`config.mk`:
```
export PLATFORM = sky130hd
export DESIGN_NAME = multi_abro
export DESIGN_NICKNAME = d
export VERILOG_FILES = /design/src/rtl/multi_abro_pkg.sv /design/src/rtl/multi_abro_tmr.sv /design/src/rtl/multi_abro.sv
export SDC_FILE = /design/constraint.sdc
export NUM_CORES = 1
export LEC_CHECK = 0
export ABC_CLOCK_PERIOD_IN_PS = 1700
export CORE_AREA = 4 4 41 43
export DETAILED_ROUTE_END_ITERATION = 10
export DIE_AREA = 0 0 45 47
export PLACE_DENSITY = 0.74
export SYNTH_ARGS = -nofsm -noshare
export SYNTH_HDL_FRONTEND = slang
export SYNTH_SLANG_ARGS = --single-unit
```
`constraint.sdc`:
```
create_clock -name clk -period 1.7 [get_ports clk]
set_clock_uncertainty 0.15 [all_clocks]
set_input_delay 0.17 -clock clk [delete_from_list [all_inputs] [get_ports clk]]
set_output_delay 0.17 -clock clk [all_outputs]
set_load 0.05 [all_outputs]
```
`src/rtl/multi_abro_pkg.sv`:
```
// multi_abro_pkg: shared state encoding, limits and the completion helper for
// the multi_abro event-join block.
// Build option: MULTI_ABRO_TIMEOUT_EN (enables the collection timeout).
package multi_abro_pkg;

    // Largest supported channel count.
    localparam int MULTI_ABRO_MAX_N = 32;

    // Controller states.
    typedef enum logic [1:0] {
        ST_IDLE    = 2'd0,
        ST_COLLECT = 2'd1,
        ST_DONE    = 2'd2,
        ST_TOUT    = 2'd3
    } multi_abro_state_e;

    // True when every required channel is present; an empty mask never completes.
    function automatic logic all_required(input logic [MULTI_ABRO_MAX_N-1:0] acc,
                                          input logic [MULTI_ABRO_MAX_N-1:0] msk);
        return (msk != 32'd0) && ((acc & msk) == msk);
    endfunction

endpackage

```
`src/rtl/multi_abro_tmr.sv`:
```
// multi_abro_tmr: saturating collection-cycle counter. It flags expiry when the
// count equals a non-zero limit. Only used when MULTI_ABRO_TIMEOUT_EN is defined.
module multi_abro_tmr #(
    parameter int TW = 8
) (
    input  logic          clk,
    input  logic          rst,
    input  logic          i_clr,
    input  logic          i_inc,
    input  logic [TW-1:0] i_limit,
    output logic          o_expired
);

    logic [TW-1:0] r_cnt;

    // Count collection cycles; hold at all-ones instead of wrapping.
    always_ff @(posedge clk or posedge rst) begin
        if (rst) begin
            r_cnt <= {TW{1'b0}};
        end else if (i_clr) begin
            r_cnt <= {TW{1'b0}};
        end else if (i_inc && (r_cnt != {TW{1'b1}})) begin
            r_cnt <= r_cnt + {{(TW-1){1'b0}}, 1'b1};
        end else begin
            r_cnt <= r_cnt;
        end
    end

    // A zero limit disables expiry.
    assign o_expired = (i_limit != {TW{1'b0}}) && (r_cnt == i_limit);

endmodule

```
`src/rtl/multi_abro.sv`:
```
// multi_abro: N-channel masked event join. It pulses z for one cycle once every
// channel in mask has been seen, in any order, then re-arms. It supports a
// synchronous abort (clr) and an optional collection timeout.
// Build option: MULTI_ABRO_TIMEOUT_EN -- when undefined, timeout is ignored,
// COLLECT waits indefinitely and timed_out stays 0.
module multi_abro
    import multi_abro_pkg::*;
#(
    parameter int N  = 4,
    parameter int TW = 8
) (
    input  logic          clk,
    input  logic          reset,
    input  logic          clr,
    input  logic [N-1:0]  ev,
    input  logic [N-1:0]  mask,
    input  logic [TW-1:0] timeout,
    output logic          z,
    output logic          timed_out,
    output logic          busy,
    output logic [N-1:0]  seen
);

    multi_abro_state_e r_state;
    logic [N-1:0]      r_seen;
    logic              r_z;
    logic              r_timed_out;
    logic              r_busy;

    logic [N-1:0]      w_hit;
    logic [N-1:0]      w_acc;
    logic              w_complete;
    logic              w_expired;

    // Qualify events by the live mask and decide completion.
    always_comb begin
        w_hit      = ev & mask;
        w_acc      = r_seen | w_hit;
        w_complete = all_required(MULTI_ABRO_MAX_N'(w_acc), MULTI_ABRO_MAX_N'(mask));
    end

`ifdef MULTI_ABRO_TIMEOUT_EN
    logic w_tmr_inc;
    logic w_tmr_clr;

    // Count only while entering or staying in COLLECT; clear otherwise.
    always_comb begin
        w_tmr_inc = 1'b0;
        if (clr) begin
            w_tmr_inc = 1'b0;
        end else if (r_state == ST_IDLE) begin
            w_tmr_inc = !w_complete && (w_hit != {N{1'b0}});
        end else if (r_state == ST_COLLECT) begin
            w_tmr_inc = !w_complete && !w_expired;
        end else begin
            w_tmr_inc = 1'b0;
        end
        w_tmr_clr = !w_tmr_inc;
    end

    multi_abro_tmr #(
        .TW (TW)
    ) u_tmr (
        .clk       (clk),
        .rst       (reset),
        .i_clr     (w_tmr_clr),
        .i_inc     (w_tmr_inc),
        .i_limit   (timeout),
        .o_expired (w_expired)
    );
`else
    logic w_unused_timeout;

    assign w_expired        = 1'b0;
    assign w_unused_timeout = ^timeout;
`endif

    // Join FSM: state, capture register and registered Moore outputs.
    always_ff @(posedge clk or posedge reset) begin
        if (reset) begin
            r_state     <= ST_IDLE;
            r_seen      <= {N{1'b0}};
            r_z         <= 1'b0;
            r_timed_out <= 1'b0;
            r_busy      <= 1'b0;
        end else if (clr) begin
            r_state     <= ST_IDLE;
            r_seen      <= {N{1'b0}};
            r_z         <= 1'b0;
            r_timed_out <= 1'b0;
            r_busy      <= 1'b0;
        end else begin
            case (r_state)
                ST_IDLE: begin
                    if (w_complete) begin
                        r_state     <= ST_DONE;
                        r_seen      <= r_seen;
                        r_z         <= 1'b1;
                        r_timed_out <= 1'b0;
                        r_busy      <= 1'b0;
                    end else if (w_hit != {N{1'b0}}) begin
                        r_state     <= ST_COLLECT;
                        r_seen      <= w_hit;
                        r_z         <= 1'b0;
                        r_timed_out <= 1'b0;
                        r_busy      <= 1'b1;
                    end else begin
                        r_state     <= ST_IDLE;
                        r_seen      <= {N{1'b0}};
                        r_z         <= 1'b0;
                        r_timed_out <= 1'b0;
                        r_busy      <= 1'b0;
                    end
                end
                ST_COLLECT: begin
                    if (w_complete) begin
                        r_state     <= ST_DONE;
                        r_seen      <= r_seen;
                        r_z         <= 1'b1;
                        r_timed_out <= 1'b0;
                        r_busy      <= 1'b0;
                    end else if (w_expired) begin
                        r_state     <= ST_TOUT;
                        r_seen      <= r_seen;
                        r_z         <= 1'b0;
                        r_timed_out <= 1'b1;
                        r_busy      <= 1'b0;
                    end else begin
                        r_state     <= ST_COLLECT;
                        r_seen      <= w_acc;
                        r_z         <= 1'b0;
                        r_timed_out <= 1'b0;
                        r_busy      <= 1'b1;
                    end
                end
                ST_DONE, ST_TOUT: begin
                    // Events arriving here are dropped.
                    r_state     <= ST_IDLE;
                    r_seen      <= {N{1'b0}};
                    r_z         <= 1'b0;
                    r_timed_out <= 1'b0;
                    r_busy      <= 1'b0;
                end
                default: begin
                    r_state     <= ST_IDLE;
                    r_seen      <= {N{1'b0}};
                    r_z         <= 1'b0;
                    r_timed_out <= 1'b0;
                    r_busy      <= 1'b0;
                end
            endcase
        end
    end

    assign z         = r_z;
    assign timed_out = r_timed_out;
    assign busy      = r_busy;
    assign seen      = r_seen;

endmodule

```
; ---- Word level (Yosys, flattened, before mapping)
; Cells that the tools add are included.
[word_totals]
output_inout_bits = 7
inputBits = 19
reg_bits = 9
word_cells = 42
[classes]
n_bitwise = 3
n_eq_ne = 6
mux = 20
reduce_logical = 8
[ops]
columns = operator, count
row1 = $mux 4, 4
row2 = $pmux 4 s3, 1
row3 = $mux 1, 9
row4 = $and 4x4->4, 2
row5 = $reduce_bool 4->1, 2
row6 = $mux 2, 3
row7 = $ne 3x3->1 const B, 2
row8 = $pmux 2 s3, 1
row9 = $eq 2x2->1 const B, 2
row10 = $eq 4x4->1, 1
row11 = $or 4x4->4, 1
row12 = $reduce_or 2->1, 2
row13 = $reduce_or 4->1, 1
row14 = $pmux 1 s3, 1
row15 = $eq 2x1->1 const B, 1
row16 = $logic_not 2->1, 1
row17 = $pmux 1 s2, 1
row18 = $reduce_and 2->1, 1
row19 = $logic_and 1x1->1, 1

; ---- Logic depth before layout (Yosys ltp)
; Gate-level depths: netlist of run 1.
[logic_depth]
depth_word = 8
mapped_depth = 5
ltp_nobuf = 4

; ---- Worst setup path before layout of run 1
; No wires, ideal clock.
[synth_path]
path_kind = register -> register
from = register r_seen[0], in the netlist seen[0]
to = register r_seen[1], in the netlist seen[1]
t_arrival_ps = 1478
period_less_slack_ps = 1750
t_required_ps = 1428
path_stages_with_launch = 5
setup_time_ps = 122
path_buffers = 0
setup_slack_ps = -50
cell_sequence = dfrtp_1 > nor2_1 > a21o_1 > or2_2 > a32o_1
[synth_via]
elab_chain_len = 6
word_cells_on_any_way = 7
classes_between = eq/ne (3) / bitwise (2) / reduce/logical (2)
[synth_rtl]
columns = item, line_no
row1 = from (decl), multi_abro.sv:25  ; logic [N-1:0] r_seen;
row2 = from (signal assigned), multi_abro.sv:82  ; r_seen <= {N{1'b0}};
row3 = from (signal assigned), multi_abro.sv:88  ; r_seen <= {N{1'b0}};
row4 = from (signal assigned), multi_abro.sv:97  ; r_seen <= r_seen;
row5 = $or 4x4->4 *, multi_abro.sv:38  ; w_acc = r_seen | w_hit;
row6 = $and 4x4->4 *, multi_abro_pkg.sv:20  ; return (msk != 32'd0) && ((acc & msk) == msk);
row7 = $eq 4x4->1 *, multi_abro_pkg.sv:20
row8 = $logic_and 1x1->1 *, multi_abro_pkg.sv:20
row9 = $ne 3x3->1 (no source line), n/a
row10 = $reduce_and 2->1 (no source line) *, n/a
; Every way passes the cells marked *; elsewhere a longest branch is shown, timed or not.
; A chain may end at the register's enable or synchronous reset.

; ---- Final worst setup path of run 1
[layout_path]
from = input mask[2]
to = register r_seen[1], in the netlist seen[1]
[layout_via]
elab_chain_len = 7
word_cells_on_any_way = 14
classes_between = eq/ne (3) / mux (4) / bitwise (3) / reduce/logical (4)
[layout_rtl]
columns = item, line_no
row1 = from (decl), multi_abro.sv:16  ; input logic [N-1:0] mask,
row2 = $and 4x4->4, multi_abro.sv:37  ; w_hit = ev & mask;
row3 = $or 4x4->4, multi_abro.sv:38
row4 = $and 4x4->4, multi_abro_pkg.sv:20
row5 = $eq 4x4->1, multi_abro_pkg.sv:20
row6 = $logic_and 1x1->1, multi_abro_pkg.sv:20
row7 = $ne 3x3->1 (no source line), n/a
row8 = $reduce_and 2->1 (no source line), n/a
; Parallel ways exist; a longest one is shown, timed or not. The select of a mux whose other input is x is not followed.

==> run_results.csv, run 1 <==
group,metric,value,unit
clock_tree,cts_max_level,1,
sta,fmax,636,MHz
global_route,grt_util_all_layers,12.3,%
sta,report.final.setup_viol,0,
sta,timing_max_transition_violations_final,0,
die,die_w,45,µm
die,design.portCount,26,
clock_tree,clock_buffers_created_by_tritoncts,3,
layout,post_layout_nonfiller_instances,89,
clock_tree,ctsLongestPathBuffers,2,
global_route,grt_pass1_wl,1900,µm
placement,dpl_worst_slack,-123,ps
global_route,first_global_vias,487,
setup_path,critical_path.endpoint_type,"flop",
layout,layout.cells.most_common_list,"sky130_fd_sc_hd__buf_4 (15), sky130_fd_sc_hd__clkdlybuf4s50_1 (10), sky130_fd_sc_hd__dfrtp_1 (6)",
sta,timing.final.crit_share,92.6,%
power_and_ir_drop,peakVddDrop,390,µV
logic_synthesis,synth.cell_area,450,µm²
detailed_routing,detail-route-antenna-nets,0,
layout,post_route_cells_drive_above_1_share,33.8,%
logic_synthesis,post_synth_main_area_contributors,"sky130_fd_sc_hd__dfrtp_1 (39%), sky130_fd_sc_hd__o32ai_4 (6.1%), sky130_fd_sc_hd__a32oi_1 (5.8%), sky130_fd_sc_hd__o21ai_0 (3.3%), sky130_fd_sc_hd__and3_2 (3.3%)",
sta,finalHoldViolCount,0,
layout,num_antenna_cells,0,
placement,globalplace.congestion,0.743,
placement,portBuffers,16,
die,floorplan.initialDensity,34.6,%
logic_synthesis,netlist.top_cell.by_area,"sky130_fd_sc_hd__dfrtp_1",
setup_path,worst_path_largest_cell_delay,530,ps
detailed_routing,detailedRoute.firstPassIterationCount,4,
global_route,antenna_found_initial,0,
layout,multi_input_area,255,µm²
sta,postLayoutSetupSlackWorst,126,ps
clock_tree,cts_resized,0,
clock_tree,clock_tree_from_tritoncts,"yes",
clock_tree,clock_sinks,7,
global_route,largest_net_degree_at_the_start_of_global_routing,8,
detailed_routing,vias,467,
detailed_routing,finalWirelength,1190,µm
setup_path,timing_worst_setup_path_type,"primary input to flop",
layout,layout.filler_cells,131,
detailed_routing,wl_per_cell,13.4,µm
setup_path,worst_ep_required_time,1690,ps
setup_path,critPathMaxFanout,7,
logic_synthesis,synth.yosys.seq_area_share,38.9,%
layout,layout-area-overhead-vs-synth,54.7,%
logic_synthesis,avgSynthCellArea,9.58,µm²
setup_path,crit_chain,"clkdlybuf4s50_1 -> nor4_1 -> a21o_1 -> or2_2 -> a32o_1",
clock_tree,post_cts.repair.setup_buffers,0,
layout,design.final.nets,94,
job,max_capacitance_violation_count,0,
layout,layout.core_utilization,53.6,%
logic_synthesis,yosys_register_bits,7,
detailed_routing,post-route-drc-count,0,
layout,seq_area,176,µm²
hold_path,hp-class,"primary input to async pin",
setup_path,cpMaxStageDelayCell,"sky130_fd_sc_hd__clkdlybuf4s50_1",
setup_path,timing.reg2reg.worst_path_depth,4,
sta,unrepaired_setup_endpoints_after_global_routing,"no",
detailed_routing,detailedRoute.firstIterationViolations,3,
logic_synthesis,yosysWarningCount,0,
logic_synthesis,netlist.area_leader.share,38.9,%
setup_path,timing.critical_path.arrival,1560,ps
layout,layout.cells.most_common,"sky130_fd_sc_hd__buf_4",
die,core_area,0.00130,mm²
setup_path,cp-start-kind,"primary input",
placement,post_place_instance_area,671,µm²
die,rows,13,
clock_tree,clock-root-buffer,"sky130_fd_sc_hd__clkbuf_4",
logic_synthesis,netlist_instances,47,
die,die_h,47,µm
layout,postLayoutCellArea,697,µm²
detailed_routing,vias_per_cell,5.25,
die,fp.dieArea,0.00212,mm²
placement,detailed_place_hpwl,903,µm
sta,fin_worst_hold_slack,7.70,ps
logic_synthesis,synth_nets,66,
power_and_ir_drop,cellLeakagePower,0.324,nW
power_and_ir_drop,powerDensity,765,mW/mm²
placement,placedCellCount,85,
global_route,grt.overflow.total,0,
clock_tree,clock_latency_on_the_worst_skew_pair,250,ps
clock_tree,cts-hold-fix-buffers,0,
sta,finalWorstPathRequiredPeriod,1570,ps
clock_tree,clk_transition_reported_paths,50,ps
run_status,status,"finished clean",
logic_synthesis,count_of_unique_library_cells_instantiated_by_yosys,27,
-- per-layer routing --
layer | share of wire [%] | global-route usage (%)
met4 | 1.8 | 8.77
met3 | 7.7 | 1.53
met5 | 0 | 0
met1 | 46 | 15.5
met2 | 44 | 19.2
-- synth_stat cells --
library cell,instances
sky130_fd_sc_hd__or4_1,2
sky130_fd_sc_hd__nor2_1,2
sky130_fd_sc_hd__a222oi_1,1
sky130_fd_sc_hd__a32oi_1,3
sky130_fd_sc_hd__o211ai_1,1
sky130_fd_sc_hd__and3_2,2
sky130_fd_sc_hd__nor3b_2,1
sky130_fd_sc_hd__dfrtp_1,7
sky130_fd_sc_hd__o21a_1,1
sky130_fd_sc_hd__nand3_1,2
sky130_fd_sc_hd__nand2b_1,1
sky130_fd_sc_hd__and3_1,2
sky130_fd_sc_hd__nor3_1,2
sky130_fd_sc_hd__nand2_1,2
sky130_fd_sc_hd__buf_4,1
sky130_fd_sc_hd__a32o_1,1
sky130_fd_sc_hd__buf_2,1
sky130_fd_sc_hd__a21o_1,1
sky130_fd_sc_hd__o21ai_0,3
sky130_fd_sc_hd__conb_1,1
sky130_fd_sc_hd__inv_1,2
sky130_fd_sc_hd__o21bai_1,1
sky130_fd_sc_hd__nand3b_1,1
sky130_fd_sc_hd__o32ai_4,1
sky130_fd_sc_hd__or2_2,2
sky130_fd_sc_hd__nor4_1,1
sky130_fd_sc_hd__a21oi_1,2
-- per-stage QoR --
step	TNS, ps	power, mW
2_1_floorplan	0	0.301
6_report	0	0.533
3_3_place_gp	-414	0.379
4_1_cts	0	0.544
3_5_place_dp	-540	0.381
5_1_grt	0	0.567
-- state kept, by name, indices dropped and copies added, names as in the netlist --
signal   flops
seen         4
r_state      2
z            1
-- kinds of logic (layout without fill, tap and decap cells) --
family,after synthesis,after routing,synth area share (%)
other,1,1,0.833
AND/OR/NAND/NOR,20,20,27.2
flip-flops,7,7,38.9
buffers and inverters,4,31,4.44
AO/OA/AOI/OAI,15,15,28.6
-- worst paths after layout --
path,startpoint,endpoint,slack (ps)
hold / removal,reset,r_state[0],8
hold reg to reg,r_state[1],r_state[1],400
setup / recovery,mask[2],seen[1],130
min in group clk,r_state[1],r_state[1],400
setup reg to reg,seen[0],seen[1],200
max in group asynchronous,reset,seen[0],1150
-- power breakdown --
group          internal (mW)  switching [mW]
clock network         0.0898          0.0643
logic                 0.0809           0.102
registers              0.181          0.0152
-- layout make-up --
type | instances | area share (%)
multi-input cells | 36 | 36.6
repair buffers | 25 | 30.5
flip-flops and latches | 7 | 25.3
inverters | 2 | 1.08
well taps | 15 | 2.69
clock buffers | 4 | 3.77
-- critical path: cells and delay by family --
kind                   cells  cell delay (ps)
AOI/OAI and AO/OA          2              450
buffers and inverters      1              530
and+or+nand+nor            2              410
Note: power is estimated with default switching activity, not from simulation.
==> inputs of run 2 (changes only) <==
--- a/config.mk
+++ b/config.mk
@@ -10,6 +10,7 @@
 export DETAILED_ROUTE_END_ITERATION = 10
 export DIE_AREA = 0 0 45 47
 export PLACE_DENSITY = 0.74
+export RECOVER_POWER = 50
 export SYNTH_ARGS = -nofsm -noshare
 export SYNTH_HDL_FRONTEND = slang
 export SYNTH_SLANG_ARGS = --single-unit
==> run 2 against run 1 <==
Sequential power about the same. Design area down 1.6%. Die area unchanged. Worst hold slack better by 140 ps. Critical endpoint unchanged.
==> run_results.csv, run 2 (synthesis gave the netlist of run 1 again) <==
group,metric,value,unit
detailed_routing,post-route-drc-count,0,
detailed_routing,vias,466,
detailed_routing,detailedRoute.firstPassIterationCount,4,
clock_tree,clock_buffers_created_by_tritoncts,3,
die,fp.dieArea,0.00212,mm²
power_and_ir_drop,peakVddDrop,386,µV
clock_tree,clk_transition_reported_paths,50,ps
layout,layout-area-overhead-vs-synth,52.2,%
clock_tree,clock_sinks,7,
sta,finalHoldViolCount,0,
die,floorplan.initialDensity,34.6,%
clock_tree,cts_resized,0,
setup_path,critical_path.endpoint_type,"flop",
layout,largest_register_ff_count,4,
setup_path,cp-start-kind,"primary input",
layout,post_route_cells_drive_above_1_share,29.7,%
setup_path,setup.reg_to_reg.worst_slack,200,ps
hold_path,hp-class,"primary input to async pin",
setup_path,worst_ep_required_time,1690,ps
layout,layout.filler_cells,136,
sta,max_slew.worst_pin.slew,600,ps
sta,fin_worst_hold_slack,145,ps
die,die_h,47,µm
sta,timing.final.crit_share,92.6,%
placement,detailed_place_hpwl,903,µm
setup_path,timing.critical_path.arrival,1560,ps
global_route,grt.overflow.total,0,
detailed_routing,vias_per_cell,5.24,
setup_path,crit-reg2reg-capture,"seen[1]",
layout,design.final.nets,94,
sta,report.final.setup_viol,0,
clock_tree,ctsLongestPathBuffers,2,
setup_path,timing_worst_setup_path_type,"primary input to flop",
sta,fmax,635,MHz
clock_tree,cts_max_level,1,
layout,num_antenna_cells,0,
die,design.portCount,26,
layout,layout.cells.most_common_list,"sky130_fd_sc_hd__buf_4 (12), sky130_fd_sc_hd__clkdlybuf4s50_1 (9), sky130_fd_sc_hd__dfrtp_1 (6), sky130_fd_sc_hd__clkbuf_1 (4)",
detailed_routing,wl_per_cell,13.4,µm
global_route,antenna_found_initial,0,
run_status,status,"finished clean",
layout,layout.cells.most_common,"sky130_fd_sc_hd__buf_4",
power_and_ir_drop,cellLeakagePower,0.312,nW
clock_tree,post_cts.repair.setup_buffers,0,
global_route,largest_net_degree_at_the_start_of_global_routing,8,
global_route,grt_pass1_wl,1900,µm
sta,finalWorstPathRequiredPeriod,1570,ps
sta,timing_max_transition_violations_final,0,
placement,globalplace.congestion,0.743,
placement,portBuffers,16,
clock_tree,cts-hold-fix-buffers,0,
setup_path,timing.reg2reg.worst_path_depth,4,
clock_tree,clock-root-buffer,"sky130_fd_sc_hd__clkbuf_4",
clock_tree,clock_tree_from_tritoncts,"yes",
setup_path,critPathMaxFanout,7,
die,rows,13,
job,max_capacitance_violation_count,0,
layout,layout.core_utilization,52.7,%
global_route,grt_util_all_layers,12.3,%
die,die_w,45,µm
detailed_routing,finalWirelength,1190,µm
detailed_routing,detailedRoute.firstIterationViolations,2,
sta,unrepaired_setup_endpoints_after_global_routing,"no",
global_route,first_global_vias,487,
detailed_routing,detail-route-antenna-nets,0,
clock_tree,clock_latency_on_the_worst_skew_pair,250,ps
die,core_area,0.00130,mm²
sta,slew_headroom,60.1,%
setup_path,reg_to_reg_start,"seen[0]",
power_and_ir_drop,powerDensity,770,mW/mm²
-- run 2: cell type report --
| class | instances | area, µm² | area share [%] |
|---|---|---|---|
| well taps | 15 | 18.8 | 2.74 |
| clock buffers | 4 | 26.3 | 3.83 |
| inverters | 2 | 7.51 | 1.09 |
| repair buffers | 25 | 201 | 29.4 |
| multi-input cells | 36 | 255 | 37.2 |
| flip-flops and latches | 7 | 176 | 25.7 |
-- run 2: worst max-delay path by stage --
stage,startpoint,end
finish,mask[2],seen[1]
global route,mask[3],seen[1]
CTS,mask[3],seen[3]
detailed placement,mask[3],seen[3]
global placement,mask[3],seen[1]
floorplan,seen[2],seen[1]
-- run 2: stage by stage --
stage	instances	instance area (µm²)	TNS (ps)	setup WS, ps	power, mW
after floorplan	47	452	0	3.60	0.301
after global placement	85	671	-414	-103	0.379
after detailed placement	85	671	-540	-123	0.381
after CTS	89	697	0	140	0.544
after global routing	89	686	0	87.9	0.561
final	89	686	0	126	0.528
-- run 2: power breakdown --
group          internal (mW)  switching (mW)
Combinational         0.0758           0.103
Sequential             0.181          0.0149
Clock                 0.0897          0.0640
-- run 2: worst max-delay path, stage by stage --
cell,delay [ps]
sky130_fd_sc_hd__clkdlybuf4s50_1,530
sky130_fd_sc_hd__nor4_1,70
sky130_fd_sc_hd__a21o_1,220
sky130_fd_sc_hd__or2_2,340
sky130_fd_sc_hd__a32o_1,230
-- run 2: routing by layer --
| layer | track usage, % | vias up | wire (µm) |
|---|---|---|---|
| met5 | 0 | - | 0 |
| met2 | 19.2 | 18 | 519 |
| met3 | 1.53 | 2 | 97 |
| li1 | - | 236 | - |
| met1 | 15.5 | 210 | 553 |
| met4 | 8.77 | 0 | 22 |
